File: src/rtl/serial_add_ctrl_pkg.sv
// Shared types and constants for the bit-serial (3-bit slice) add/subtract controller.
package serial_add_ctrl_pkg;

  localparam int SLICE_W = 3;

  typedef enum logic [1:0] {
    IDLE = 2'd0,
    RUN  = 2'd1,
    DONE = 2'd2
  } state_t;

endpackage

File: src/rtl/serial_add_ctrl_if.sv
// Request/response bundle for serial_add_ctrl; the ovf signal exists only when
// SERIAL_ADD_OVF_EN is defined.
interface serial_add_ctrl_if #(
  parameter int WIDTH = 12
);
  logic             in_valid;
  logic             in_ready;
  logic [WIDTH-1:0] a;
  logic [WIDTH-1:0] b;
  logic             sub;
  logic             out_valid;
  logic             out_ready;
  logic [WIDTH-1:0] sum;
  logic             cout;
  logic             busy;
`ifdef SERIAL_ADD_OVF_EN
  logic             ovf;

  modport master (
    output in_valid, a, b, sub, out_ready,
    input  in_ready, out_valid, sum, cout, busy, ovf
  );

  modport slave (
    input  in_valid, a, b, sub, out_ready,
    output in_ready, out_valid, sum, cout, busy, ovf
  );
`else
  modport master (
    output in_valid, a, b, sub, out_ready,
    input  in_ready, out_valid, sum, cout, busy
  );

  modport slave (
    input  in_valid, a, b, sub, out_ready,
    output in_ready, out_valid, sum, cout, busy
  );
`endif

endinterface

File: src/rtl/serial_add_ctrl_add_slice3.sv
// Combinational 3-bit carry-lookahead adder slice used once per RUN cycle.
module add_slice3
  import serial_add_ctrl_pkg::*;
(
  input  logic [SLICE_W-1:0] a_i,
  input  logic [SLICE_W-1:0] b_i,
  input  logic               cin_i,
  output logic [SLICE_W-1:0] sum_o,
  output logic               cout_o
);
  logic [SLICE_W-1:0] g;
  logic [SLICE_W-1:0] p;
  logic [SLICE_W:0]   c;

  assign g = a_i & b_i;
  assign p = a_i ^ b_i;

  // Carries expanded from generate/propagate so no ripple path exists
  assign c[0] = cin_i;
  assign c[1] = g[0] | (p[0] & cin_i);
  assign c[2] = g[1] | (p[1] & g[0]) | (p[1] & p[0] & cin_i);
  assign c[3] = g[2] | (p[2] & g[1]) | (p[2] & p[1] & g[0]) |
                (p[2] & p[1] & p[0] & cin_i);

  assign sum_o  = p ^ c[SLICE_W-1:0];
  assign cout_o = c[SLICE_W];

endmodule

File: src/rtl/serial_add_ctrl.sv
// Multi-cycle A+B / A-B over WIDTH/3 slices of one shared 3-bit CLA adder.
// Optional signed-overflow output enabled by defining SERIAL_ADD_OVF_EN.
//
// state | meaning
// IDLE  | in_ready high, waiting for in_valid
// RUN   | one 3-bit slice added per cycle, index 0..N-1
// DONE  | out_valid high, result held until out_ready
module serial_add_ctrl
  import serial_add_ctrl_pkg::*;
#(
  parameter int WIDTH = 12
) (
  input  logic             clk,
  input  logic             rst_n,
  serial_add_ctrl_if.slave bus
);
  localparam int N     = WIDTH / SLICE_W;
  localparam int IDX_W = (N > 1) ? $clog2(N) : 1;
  localparam logic [IDX_W-1:0] LAST_IDX = IDX_W'(N - 1);

  state_t             state_q, state_d;
  logic [WIDTH-1:0]   a_q, a_d;
  logic [WIDTH-1:0]   b_q, b_d;
  logic [WIDTH-1:0]   sum_q, sum_d;
  logic               carry_q, carry_d;
  logic [IDX_W-1:0]   idx_q, idx_d;

  logic [SLICE_W-1:0] sl_a;
  logic [SLICE_W-1:0] sl_b;
  logic [SLICE_W-1:0] sl_sum;
  logic               sl_cout;

  assign sl_a = a_q[idx_q*SLICE_W +: SLICE_W];
  assign sl_b = b_q[idx_q*SLICE_W +: SLICE_W];

  add_slice3 u_slice (
    .a_i    (sl_a),
    .b_i    (sl_b),
    .cin_i  (carry_q),
    .sum_o  (sl_sum),
    .cout_o (sl_cout)
  );

  always_ff @(posedge clk or negedge rst_n) begin
    if (!rst_n) begin
      state_q <= IDLE;
      a_q     <= '0;
      b_q     <= '0;
      sum_q   <= '0;
      carry_q <= 1'b0;
      idx_q   <= '0;
    end else begin
      state_q <= state_d;
      a_q     <= a_d;
      b_q     <= b_d;
      sum_q   <= sum_d;
      carry_q <= carry_d;
      idx_q   <= idx_d;
    end
  end

  always_comb begin
    state_d = state_q;
    a_d     = a_q;
    b_d     = b_q;
    sum_d   = sum_q;
    carry_d = carry_q;
    idx_d   = idx_q;
    case (state_q)
      IDLE: begin
        // Subtract folds into add: invert B here, carry-in of 1 supplies the +1
        if (bus.in_valid) begin
          a_d     = bus.a;
          b_d     = bus.b ^ {WIDTH{bus.sub}};
          carry_d = bus.sub;
          idx_d   = '0;
          state_d = RUN;
        end
      end
      RUN: begin
        sum_d[idx_q*SLICE_W +: SLICE_W] = sl_sum;
        carry_d = sl_cout;
        if (idx_q == LAST_IDX) begin
          state_d = DONE;
        end else begin
          idx_d = idx_q + 1'b1;
        end
      end
      DONE: begin
        if (bus.out_ready) begin
          state_d = IDLE;
        end
      end
      default: state_d = IDLE;
    endcase
  end

  assign bus.in_ready  = (state_q == IDLE);
  assign bus.out_valid = (state_q == DONE);
  assign bus.busy      = (state_q != IDLE);
  assign bus.sum       = sum_q;
  assign bus.cout      = carry_q;

`ifdef SERIAL_ADD_OVF_EN
  assign bus.ovf = (state_q == DONE) &&
                   (a_q[WIDTH-1] == b_q[WIDTH-1]) &&
                   (sum_q[WIDTH-1] != a_q[WIDTH-1]);
`endif

endmodule

File: src/flat_wrapper.sv
// flat-port wrapper written by rule: the top's interface ports become plain ports
module serial_add_ctrl_flat import serial_add_ctrl_pkg::*;
#(
  parameter int WIDTH = 12
)
  (clk, rst_n, bus_in_valid, bus_a, bus_b, bus_sub, bus_out_ready, bus_in_ready, bus_out_valid, bus_sum, bus_cout, bus_busy);
  serial_add_ctrl_if #(.WIDTH(WIDTH)) bus_i ();
  input  logic clk;
  input  logic rst_n;
  input wire logic [$bits(bus_i.in_valid)-1:0] bus_in_valid;
  input wire logic [$bits(bus_i.a)-1:0] bus_a;
  input wire logic [$bits(bus_i.b)-1:0] bus_b;
  input wire logic [$bits(bus_i.sub)-1:0] bus_sub;
  input wire logic [$bits(bus_i.out_ready)-1:0] bus_out_ready;
  output wire logic [$bits(bus_i.in_ready)-1:0] bus_in_ready;
  output wire logic [$bits(bus_i.out_valid)-1:0] bus_out_valid;
  output wire logic [$bits(bus_i.sum)-1:0] bus_sum;
  output wire logic [$bits(bus_i.cout)-1:0] bus_cout;
  output wire logic [$bits(bus_i.busy)-1:0] bus_busy;
  assign bus_i.in_valid = bus_in_valid;
  assign bus_i.a = bus_a;
  assign bus_i.b = bus_b;
  assign bus_i.sub = bus_sub;
  assign bus_i.out_ready = bus_out_ready;
  assign bus_in_ready = bus_i.in_ready;
  assign bus_out_valid = bus_i.out_valid;
  assign bus_sum = bus_i.sum;
  assign bus_cout = bus_i.cout;
  assign bus_busy = bus_i.busy;
  serial_add_ctrl #(.WIDTH(WIDTH)) u_core (.clk(clk), .rst_n(rst_n), .bus(bus_i));
endmodule
File: config.mk
export PLATFORM = sky130hd
export DESIGN_NAME = serial_add_ctrl_flat
export DESIGN_NICKNAME = d
export VERILOG_FILES = /design/src/rtl/serial_add_ctrl_pkg.sv /design/src/rtl/serial_add_ctrl_if.sv /design/src/rtl/serial_add_ctrl_add_slice3.sv /design/src/rtl/serial_add_ctrl.sv /design/src/flat_wrapper.sv
export SDC_FILE = /design/constraint.sdc
export NUM_CORES = 1
export LEC_CHECK = 0
export CAP_MARGIN = 20
export CORE_ASPECT_RATIO = 0.9
export CORE_MARGIN = 5
export CORE_UTILIZATION = 40
export DETAILED_ROUTE_END_ITERATION = 10
export PLACE_DENSITY = 0.76
export SYNTH_ARGS = -nofsm -noshare
export SYNTH_HDL_FRONTEND = slang
export SYNTH_SLANG_ARGS = --single-unit
File: constraint.sdc
create_clock -name clk -period 3.22 [get_ports clk]
set_input_delay 0.966 -clock clk [delete_from_list [all_inputs] [get_ports clk]]
set_output_delay 0.966 -clock clk [all_outputs]
set_load 0.01 [all_outputs]
[After elaboration in Yosys (flattened, before gate mapping)]
Cells that the tools add are included.
Widths: inputs -> output; s select.
Cells by class
  equality and inequality tests: 7
  $mul: 1
  reduce and logical (&&, ||, !) cells: 7
  bitwise logic cells: 19
  muxes and demuxes: 10
  shift-type cells: 4
  $add $sub $neg: 2
Operators by type and width (number)
  $neg 4->34: 1
  $shift 3x34->12 const A: 1
  $shiftx 3x34->12: 1
  $shiftx 12x5->3: 2
  $bwmux 12: 1
  $xor 12x12->12: 1
  $mux 2: 5
  $and 1x1->1: 9
  $ne 2x2->1 const B: 3
  $or 1x1->1: 6
  $pmux 2 s3: 1
  $reduce_and 3->1: 2
  $xor 3x3->3: 2
  $eq 2x2->1 const B: 2
  $mul 2x2->4 const B: 1
  $pmux 2 s2: 1
  $reduce_and 2->1: 2
  $reduce_bool 2->1: 2
  $and 3x3->3: 1
  $add 2x1->2 const B: 1
  $eq 2x1->1 const B: 1
  $logic_not 2->1: 1
  $ne 2x1->1 const B: 1
  $pmux 1 s2: 1
  $mux 1: 1
Storage, ports and cells
  word-level logic and storage cells: 56
  output and inout port bits: 16
  input port bits: 29
  register bits after elaboration: 41

[Longest topological paths before layout]
Gate-level depths: netlist of run 1.
  word-level depth: 9
  gate-level depth with buffers: 6
  depth with buffers taken out: 5

[By module]
Synthesis of run 1 repeated with hierarchy kept, for this count alone.
Second synthesis, totals
  cells, all modules: 181
  area, all modules: 2108.3 µm²
By module, submodules not included
  serial_add_ctrl: instances 1, area each 1993.2 µm², sequential area each 1026.0 µm², cells an instance 167
  add_slice3: instances 1, area each 115.1 µm², sequential area each 0.0 µm², cells an instance 14

[Worst setup path after synthesis of run 1]
No wires, ideal clock.
  path kind: register to register
  start: register u_core.idx_q[0]
  end: register u_core.sum_q[11] (netlist: u_core.bus.sum[11])
  period minus slack after synthesis: 2328 ps
  data arrival time: 2207 ps
  setup time: 121 ps
  slack: 892 ps
  stages on the path, launching flop included: 7
  cells stage by stage: dfrtp_1 -> buf_6 -> mux4_1 -> ha_1 -> a211oi_1 -> or3b_4 -> a32o_2
Between the ends
  cells in the longest elaborated chain, start to end: 9
  elaborated cells on any way between the ends: 17
  those cells by class: add/sub: 1; mul: 1; shift: 4; mux: 1; bitwise: 10
RTL lines
  from (decl): RTL line serial_add_ctrl.sv:26  | logic [IDX_W-1:0] idx_q, idx_d;
  from (signal assigned): RTL line serial_add_ctrl.sv:58  | idx_q <= idx_d;
  $mul 2x2->4 *: RTL line serial_add_ctrl.sv:33, serial_add_ctrl.sv:34, serial_add_ctrl.sv:81
  $shiftx 12x5->3, on equally long branches: RTL line serial_add_ctrl.sv:33, serial_add_ctrl.sv:34
  $xor 3x3->3 / $and 3x3->3 (equally long branches): RTL line serial_add_ctrl_add_slice3.sv:16, serial_add_ctrl_add_slice3.sv:15
  $and 1x1->1: RTL line serial_add_ctrl_add_slice3.sv:21  | assign c[2] = g[1] | (p[1] & g[0]) | (p[1] & p[0] & cin_i);
  $or 1x1->1 / $and 1x1->1 (equally long branches): RTL line serial_add_ctrl_add_slice3.sv:21
  $or 1x1->1: RTL line serial_add_ctrl_add_slice3.sv:21
  $xor 3x3->3: RTL line serial_add_ctrl_add_slice3.sv:25  | assign sum_o = p ^ c[SLICE_W-1:0];
  $shiftx 3x34->12: RTL line serial_add_ctrl.sv:81  | sum_d[idx_q*SLICE_W +: SLICE_W] = sl_sum;
  $bwmux 12 *: RTL line serial_add_ctrl.sv:81
  to (signal assigned): RTL line serial_add_ctrl.sv:56  | sum_q <= sum_d;
  to (decl): RTL line serial_add_ctrl.sv:24  | logic [WIDTH-1:0] sum_q, sum_d;
Mark *: on every way between the ends. The rest lies on a longest branch, timed or not.
A chain may end at the register's enable or synchronous reset.

[Final worst setup path of run 1]
  start: register u_core.state_q[0]
  end: output port bus_in_ready
Between the ends
  cells in the longest elaborated chain, start to end: 1
RTL lines
  from (decl): RTL line serial_add_ctrl.sv:21  | state_t state_q, state_d;
  from (signal assigned): RTL line serial_add_ctrl.sv:53  | state_q <= state_d;
  $logic_not 2->1: RTL line serial_add_ctrl.sv:98  | assign bus.in_ready = (state_q == IDLE);
  to (decl): RTL line flat_wrapper.sv:15  | output wire logic [$bits(bus_i.in_ready)-1:0] bus_in_ready;
Every way passes these cells.

==> impl_metrics.py, run 1 <==
metrics = {
    "outcome": {
        "status": "finished clean",
    },
    "routing": {
        "final_antenna_net_count": 0,
        "met2_length_um": 1892,
        "met1_length_um": 1760,
        "drc": 0,
        "wirelength_um": 3942,
        "highest_layer": "met4",
        "vias_per_cell": 5.043,
        "num_vias": 1402,
        "drt_first_pass_iters": 6,
        "dr.first_iter.drc_count": 71,
        "wl_met3_um": 230,
        "wl_per_cell_um": 14.18,
    },
    "worst_setup_path": {
        "cpMaxStageDelayCell": "dfrtp_1",
        "cp.arrival_ns": 1.83,
        "r2r-start": "u_core.idx_q[0]$_DFFE_PN0P_",
        "max_stage_delay_ns": 0.54,
        "crit_required_ns": 2.25,
        "crit_type": "flip-flop to output port",
        "path_buf_inv": 2,
        "rrSetupSlack_ns": 0.59,
        "reg2reg_to": "u_core.bus.sum[11]$_DFFE_PN0P_",
        "crit_chain": "or2_2, inv_1, clkdlybuf4s50_1",
        "crit_fanout": 13,
        "cp-end-kind": "output port",
        "r2r_cells": 5,
        "crit_family": "buffers and inverters",
        "cp-start-kind": "flip-flop",
        "cp-startpoint": "u_core.state_q[0]$_DFFE_PN0P_",
    },
    "place": {
        "dp_hpwl_um": 2982,
        "gp_congestion": 0.8056,
        "placed_cell_area_um2": 2580,
        "port_buffers": 44,
    },
    "sta": {
        "tns_ns": 0,
        "relSlewSlack_pct": 40.39,
        "setup_viol": 0,
        "rsz0062_at_grt": "no",
        "timing.final.crit_share_pct": 86.75,
        "drv_slew": 0,
        "worstMarginPinSlew_ns": 0.8942,
        "hold_violations": 0,
        "fmax_mhz": 358.0,
        "fin_crit_ns": 2.793,
        "finClkSkew_ns": 0.007461,
    },
    "clocking": {
        "cts_hold_buffers": 0,
        "cts_root_buf": "clkbuf_8",
        "cts_sinks": 41,
        "cts_max_level": 2,
        "clk_pin_slew_ns": 0.08,
        "numCtsBuffers": 5,
        "postCtsSetupBuffers": 0,
        "clockBufferDepth": 2,
        "post_cts_resized": 0,
        "insertion_delay_ns": 0.29,
        "cts_tree": "done",
    },
    "synthesis": {
        "synth.cell_area_um2": 2112,
        "synthFlopType": "dfrtp_1",
        "synth_edf_count": 0,
        "syn-num-nets": 207,
        "ys_types": 36,
        "yosysSeqAreaShare_pct": 48.58,
        "async_reset_ff_share_pct": 100.0,
        "syn_inst": 168,
        "synth_seq_cells": 41,
        "synth_warnings": 0,
        "synth_area_per_cell_um2": 12.57,
    },
    "cells_and_area": {
        "nets": 250,
        "final_area_um2": 2666,
        "diodes": 0,
        "layout-drive-gt1-share_pct": 12.32,
        "area_growth_pct": 26.24,
        "finish.utilization_pct": 51.35,
    },
    "global_route": {
        "grt_antenna_before_repair": 0,
        "grt_max_degree": 42,
        "grtUsageTotal_pct": 12.49,
        "grt_pass1_wl_um": 6720,
        "grt_overflow": 0,
        "grt_pass1_vias": 1442,
    },
    "die": {
        "dieWidth_um": 86.60,
        "ios": 45,
        "die-height_um": 78.94,
        "core-area_um2": 5192,
        "initial_core_util_pct": 40.67,
        "rows": 25,
        "die_area_um2": 6835,
    },
    "hold_path": {
        "min_to": "u_core.bus.sum[7]$_DFFE_PN0P_",
        "hold_class": "flip-flop to flip-flop",
        "hold_depth": 2,
        "hp-start": "u_core.bus.sum[7]$_DFFE_PN0P_",
    },
    "flow_run": {
        "maxCapViolCount": 0,
    },
    "pwr": {
        "vdd_drop_max_v": 0.0004743,
        "powerDensity_nw_per_um2": 985.6,
        "p_leak_nw": 1.107,
    },
}
cells in the final DEF, fill, tap and decap left out, types with 2 or more instances in the layout:
cell type        instances
mux2_1                   5
a21oi_1                 12
o21bai_1                 2
dfrtp_1                 41
nand2_1                  3
ha_1                     9
mux4_1                   5
clkdlybuf4s50_1         43
nor2_1                  17
inv_1                    6
nand3b_1                 5
mux2_2                   8
a22o_1                   8
or3b_4                   2
a32o_1                   3
o31ai_1                  3
xnor2_1                 13
clkbuf_8                 6
cells by family (layout without fill, tap and decap cells):
| group | count (synthesis) | in the layout | synth area share, % |
|---|---|---|---|
| buf+inv | 16 | 59 | 4.265 |
| compound gates | 32 | 32 | 10.96 |
| xor+xnor | 13 | 13 | 5.391 |
| flops | 41 | 41 | 48.58 |
| fa+ha+maj | 10 | 10 | 6.280 |
| simple gates | 36 | 36 | 9.835 |
| mux | 20 | 20 | 14.69 |
area by class of cell:
| cell class | instances | area (um2) |
|---|---|---|
| Fill cell | 497 | 2526 |
| Sequential cell | 41 | 1026 |
| Multi-Input combinational cell | 111 | 1001 |
| Timing Repair Buffer | 45 | 442.9 |
| Clock buffer | 7 | 86.33 |
| Tap cell | 67 | 83.83 |
| Inverter | 7 | 26.28 |
synth_stat cells (2+ instances only):
library cell | count | area, um2
or3b_4 | 2 | 22.52
dfrtp_1 | 41 | 1026
o31ai_1 | 3 | 22.52
o21bai_1 | 2 | 15.01
nor2_1 | 17 | 63.81
buf_2 | 3 | 15.01
a32o_1 | 3 | 30.03
a21oi_1 | 12 | 60.06
nand3b_1 | 5 | 37.54
inv_1 | 6 | 22.52
mux2_1 | 5 | 56.30
buf_6 | 2 | 22.52
a22o_1 | 8 | 70.07
xnor2_1 | 13 | 113.9
ha_1 | 9 | 112.6
buf_4 | 3 | 22.52
nor3b_1 | 2 | 15.01
mux2_2 | 8 | 90.09
nand2_1 | 3 | 11.26
mux4_1 | 5 | 131.4
routing by layer:
layer	up-vias	global-route usage (%)
met5	-	0
met4	0	4.673
met3	7	3.631
met2	31	20.26
met1	671	15.76
li1	693	-
per-stage QoR:
step                setup WS (ns)  power (mW)  cells  hold WS, ns
floorplan                  0.8917       1.919    168       0.4491
global placement           0.6669       2.273    271       0.4600
detailed placement         0.5983       2.314    271       0.4700
CTS                        0.4161       2.655    278       0.4873
global route               0.3529       2.856    278       0.5074
finish                     0.4268       2.628    278       0.4782
sequential cells by signal, indices dropped and copies added, names as in the netlist:
register / count
u_core.bus.sum: 12
u_core.state_q: 2
u_core.a_q: 12
u_core.b_q: 12
u_core.bus.cout: 1
u_core.idx_q: 2
power by group:
group          internal, mW  leakage [nW]  switching (mW)
clock                 0.170        0.0443           0.163
combinational         0.721         0.565           0.629
sequential            0.746         0.498           0.199
worst max path at each step:
stage / slack (ns) / end / depth (start not counted)
final: 0.43 / bus_in_ready / 3
after global routing: 0.35 / bus_in_ready / 3
after CTS: 0.42 / bus_in_ready / 3
after detailed placement: 0.60 / u_core.bus.sum[11]$_DFFE_PN0P_ / 5
after global placement: 0.67 / u_core.bus.sum[11]$_DFFE_PN0P_ / 5
after floorplan: 0.89 / u_core.bus.sum[11]$_DFFE_PN0P_ / 6
worst min-delay path: cells and delay by family (launching register included):
| family | cells | cell delay (ns) |
|---|---|---|
| simple gates | 1 | 0.05 |
| compound gates | 1 | 0.05 |
| flops | 1 | 0.35 |
Power figures use the tool's default switching activity.
==> inputs of run 2 (changes only) <==
--- a/config.mk
+++ b/config.mk
@@ -8,9 +8,10 @@
 export CAP_MARGIN = 20
 export CORE_ASPECT_RATIO = 0.9
 export CORE_MARGIN = 5
-export CORE_UTILIZATION = 40
+export CORE_UTILIZATION = 46
+export CTS_CLUSTER_SIZE = 14
 export DETAILED_ROUTE_END_ITERATION = 10
-export PLACE_DENSITY = 0.76
+export PLACE_DENSITY = 0.87
 export SYNTH_ARGS = -nofsm -noshare
 export SYNTH_HDL_FRONTEND = slang
 export SYNTH_SLANG_ARGS = --single-unit
==> constraint.sdc (replaced) <==
create_clock -name clk -period 2.3 [get_ports clk]
set_input_delay 0.69 -clock clk [delete_from_list [all_inputs] [get_ports clk]]
set_output_delay 0.69 -clock clk [all_outputs]
set_load 0.01 [all_outputs]
==> impl_metrics.py, run 2 (synthesis gave the netlist of run 1 again) <==
metrics = {
    "die": {
        "rows": 23,
        "core-area_um2": 4461,
        "die-height_um": 74.28,
        "initial_core_util_pct": 47.35,
        "dieWidth_um": 81.43,
        "ios": 45,
        "die_area_um2": 6048,
    },
    "worst_setup_path": {
        "crit_chain": "buf_6, mux4_2, ha_4, or3b_4, buf_4, a32o_1",
        "cp-start-kind": "flip-flop",
        "max_stage_delay_ns": 0.54,
        "crit_required_ns": 2.48,
        "crit_fanout": 7,
        "crit_type": "flip-flop to flip-flop",
        "cp-end-kind": "flip-flop",
        "cpMaxStageDelayCell": "mux4_2",
        "cp.arrival_ns": 2.51,
    },
    "pwr": {
        "vdd_drop_max_v": 0.0005883,
        "seqPwrFrac_pct": 29.8,
        "intPower_mw": 2.636,
        "p_sw_share_pct": 38.15,
        "clkPwrFrac_pct": 10.5,
        "p_sw_mw": 1.626,
        "comb_power_share_pct": 59.7,
        "fin_total_pwr_mw": 4.262,
        "powerDensity_nw_per_um2": 1512,
        "p_leak_nw": 1.180,
    },
    "global_route": {
        "grt_busiest_layer": "met2",
        "grtUsageTotal_pct": 15.97,
        "grt_antenna_before_repair": 0,
        "grt_pass1_wl_um": 7348,
        "gr-usage-met2_pct": 27.85,
        "grt_pass1_vias": 1563,
        "grtUsageMet1_pct": 20.02,
        "met3_usage_pct": 3.874,
        "grt_max_degree": 37,
        "grt_overflow": 0,
    },
    "sta": {
        "worstMarginPinSlew_ns": 0.5087,
        "rsz0062_at_grt": "yes",
        "setup_viol": 3,
        "layout_setup_ws_ns": -0.02494,
        "fin_crit_ns": 2.325,
        "holdWs_ns": 0.3577,
        "drv_slew": 0,
        "timing.final.crit_share_pct": 101.1,
        "hold_violations": 0,
        "relSlewSlack_pct": 66.09,
        "finClkSkew_ns": 0.003772,
        "fmax_mhz": 430.1,
    },
    "routing": {
        "dr.first_iter.drc_count": 74,
        "num_vias": 1496,
        "wl_per_cell_um": 14.98,
        "drc": 0,
        "vias_per_cell": 5.213,
        "wirelength_um": 4298,
        "final_antenna_net_count": 0,
        "drt_first_pass_iters": 5,
    },
    "cells_and_area": {
        "area_growth_pct": 33.47,
        "diodes": 0,
        "final_area_um2": 2819,
        "layout_commonest_cell": "clkdlybuf4s50_1",
        "nets": 263,
        "final_cell_mix": "clkdlybuf4s50_1, dfrtp_1, nor2_1",
        "layout-drive-gt1-share_pct": 22.67,
        "n_fill_cell": 345,
    },
    "clocking": {
        "clk_pin_slew_ns": 0.07,
        "cts_tree": "done",
        "cts_max_level": 2,
        "clockBufferDepth": 2,
        "cts_hold_buffers": 0,
        "numCtsBuffers": 5,
        "insertion_delay_ns": 0.29,
        "cts_sinks": 41,
        "cts_root_buf": "clkbuf_8",
    },
    "outcome": {
        "status": "complete, but fails checks",
        "violations": "negative setup slack",
    },
    "place": {
        "place_worst_setup_slack_ns": -0.08360,
        "dp_hpwl_um": 3215,
        "placed_cell_area_um2": 2674,
        "port_buffers": 44,
        "gp_congestion": 0.8173,
    },
    "hold_path": {
        "hold_class": "primary input to async pin",
    },
    "flow_run": {
        "maxCapViolCount": 0,
    },
}
-- run 2: cell types whose count changed in the layout (fill, tap and decap cells not counted), moves of 3 or more --
cell     before  now
buf_4         1   11
mux4_1        5    1
mux4_2        1    5
o31ai_1       3    0
o31ai_2       0    3
-- run 2: stage by stage --
stage / std cells / setup TNS, ns / util [%]
after floorplan: 168 / 0 / -
after global placement: 277 / 0 / 59.94
after detailed placement: 277 / -0.5098 / 59.94
after CTS: 285 / -0.0002467 / 61.88
after global routing: 287 / -0.7198 / 63.20
final: 287 / -0.05952 / 63.20
-- run 2: area by class of cell --
class	count	area, um2	area share [%]
tap	62	77.57	2.752
sequential	41	1027	36.44
clock buffer	6	72.57	2.574
clock inverter	2	10.01	0.3551
multi-input combinational	111	1039	36.84
timing repair buffer	58	566.8	20.11
inverter	7	26.28	0.9321
-- run 2: routing by layer --
layer	up-vias	part of all wire, %
met4	0	1.1
met3	6	6.3
met2	54	52
met1	722	41
li1	714	-
met5	-	0
-- run 2: power by group through the flow --
| stage | registers (mW) | clock network [mW] | logic (mW) |
|---|---|---|---|
| after floorplan | 1.23 | 0 | 1.47 |
| after global placement | 1.27 | 0 | 2.14 |
| after detailed placement | 1.28 | 0 | 2.23 |
| after CTS | 1.27 | 0.460 | 2.25 |
| after global routing | 1.32 | 0.506 | 2.78 |
| final | 1.27 | 0.446 | 2.54 |
-- run 2: final timing paths --
| check | startpoint | depth (start not counted) | to | slack [ns] |
|---|---|---|---|---|
| worst min register to register | u_core.a_q[8]$_DFFE_PN0P_ | 1 | u_core.a_q[8]$_DFFE_PN0P_ | 0.50 |
| worst max-delay path | u_core.idx_q[0]$_DFFE_PN0P_ | 6 | u_core.bus.sum[2]$_DFFE_PN0P_ | -0.02 |
| worst max register to register | u_core.idx_q[0]$_DFFE_PN0P_ | 6 | u_core.bus.sum[2]$_DFFE_PN0P_ | -0.02 |
| max in group asynchronous | rst_n | 2 | u_core.idx_q[0]$_DFFE_PN0P_ | 1.45 |
| min in group clk | u_core.a_q[8]$_DFFE_PN0P_ | 1 | u_core.a_q[8]$_DFFE_PN0P_ | 0.50 |
| worst min-delay path | rst_n | 1 | u_core.bus.sum[1]$_DFFE_PN0P_ | 0.36 |
-- run 2: repair_timing --
item / CTS / global route
setup endpoints to repair: 11 / 9
pin swaps: 0 / 4
resized for setup: 4 / 9
buffers inserted: 0 / 2
-- run 2: worst max-delay path: cells and delay by family, from the launching register on --
| family | cells | cell delay (ns) |
|---|---|---|
| AOI/OAI and AO/OA | 1 | 0.24 |
| adders and majority gates | 1 | 0.28 |
| buffers and inverters | 2 | 0.28 |
| DFF | 1 | 0.48 |
| muxes | 1 | 0.54 |
| and+or+nand+nor | 1 | 0.39 |
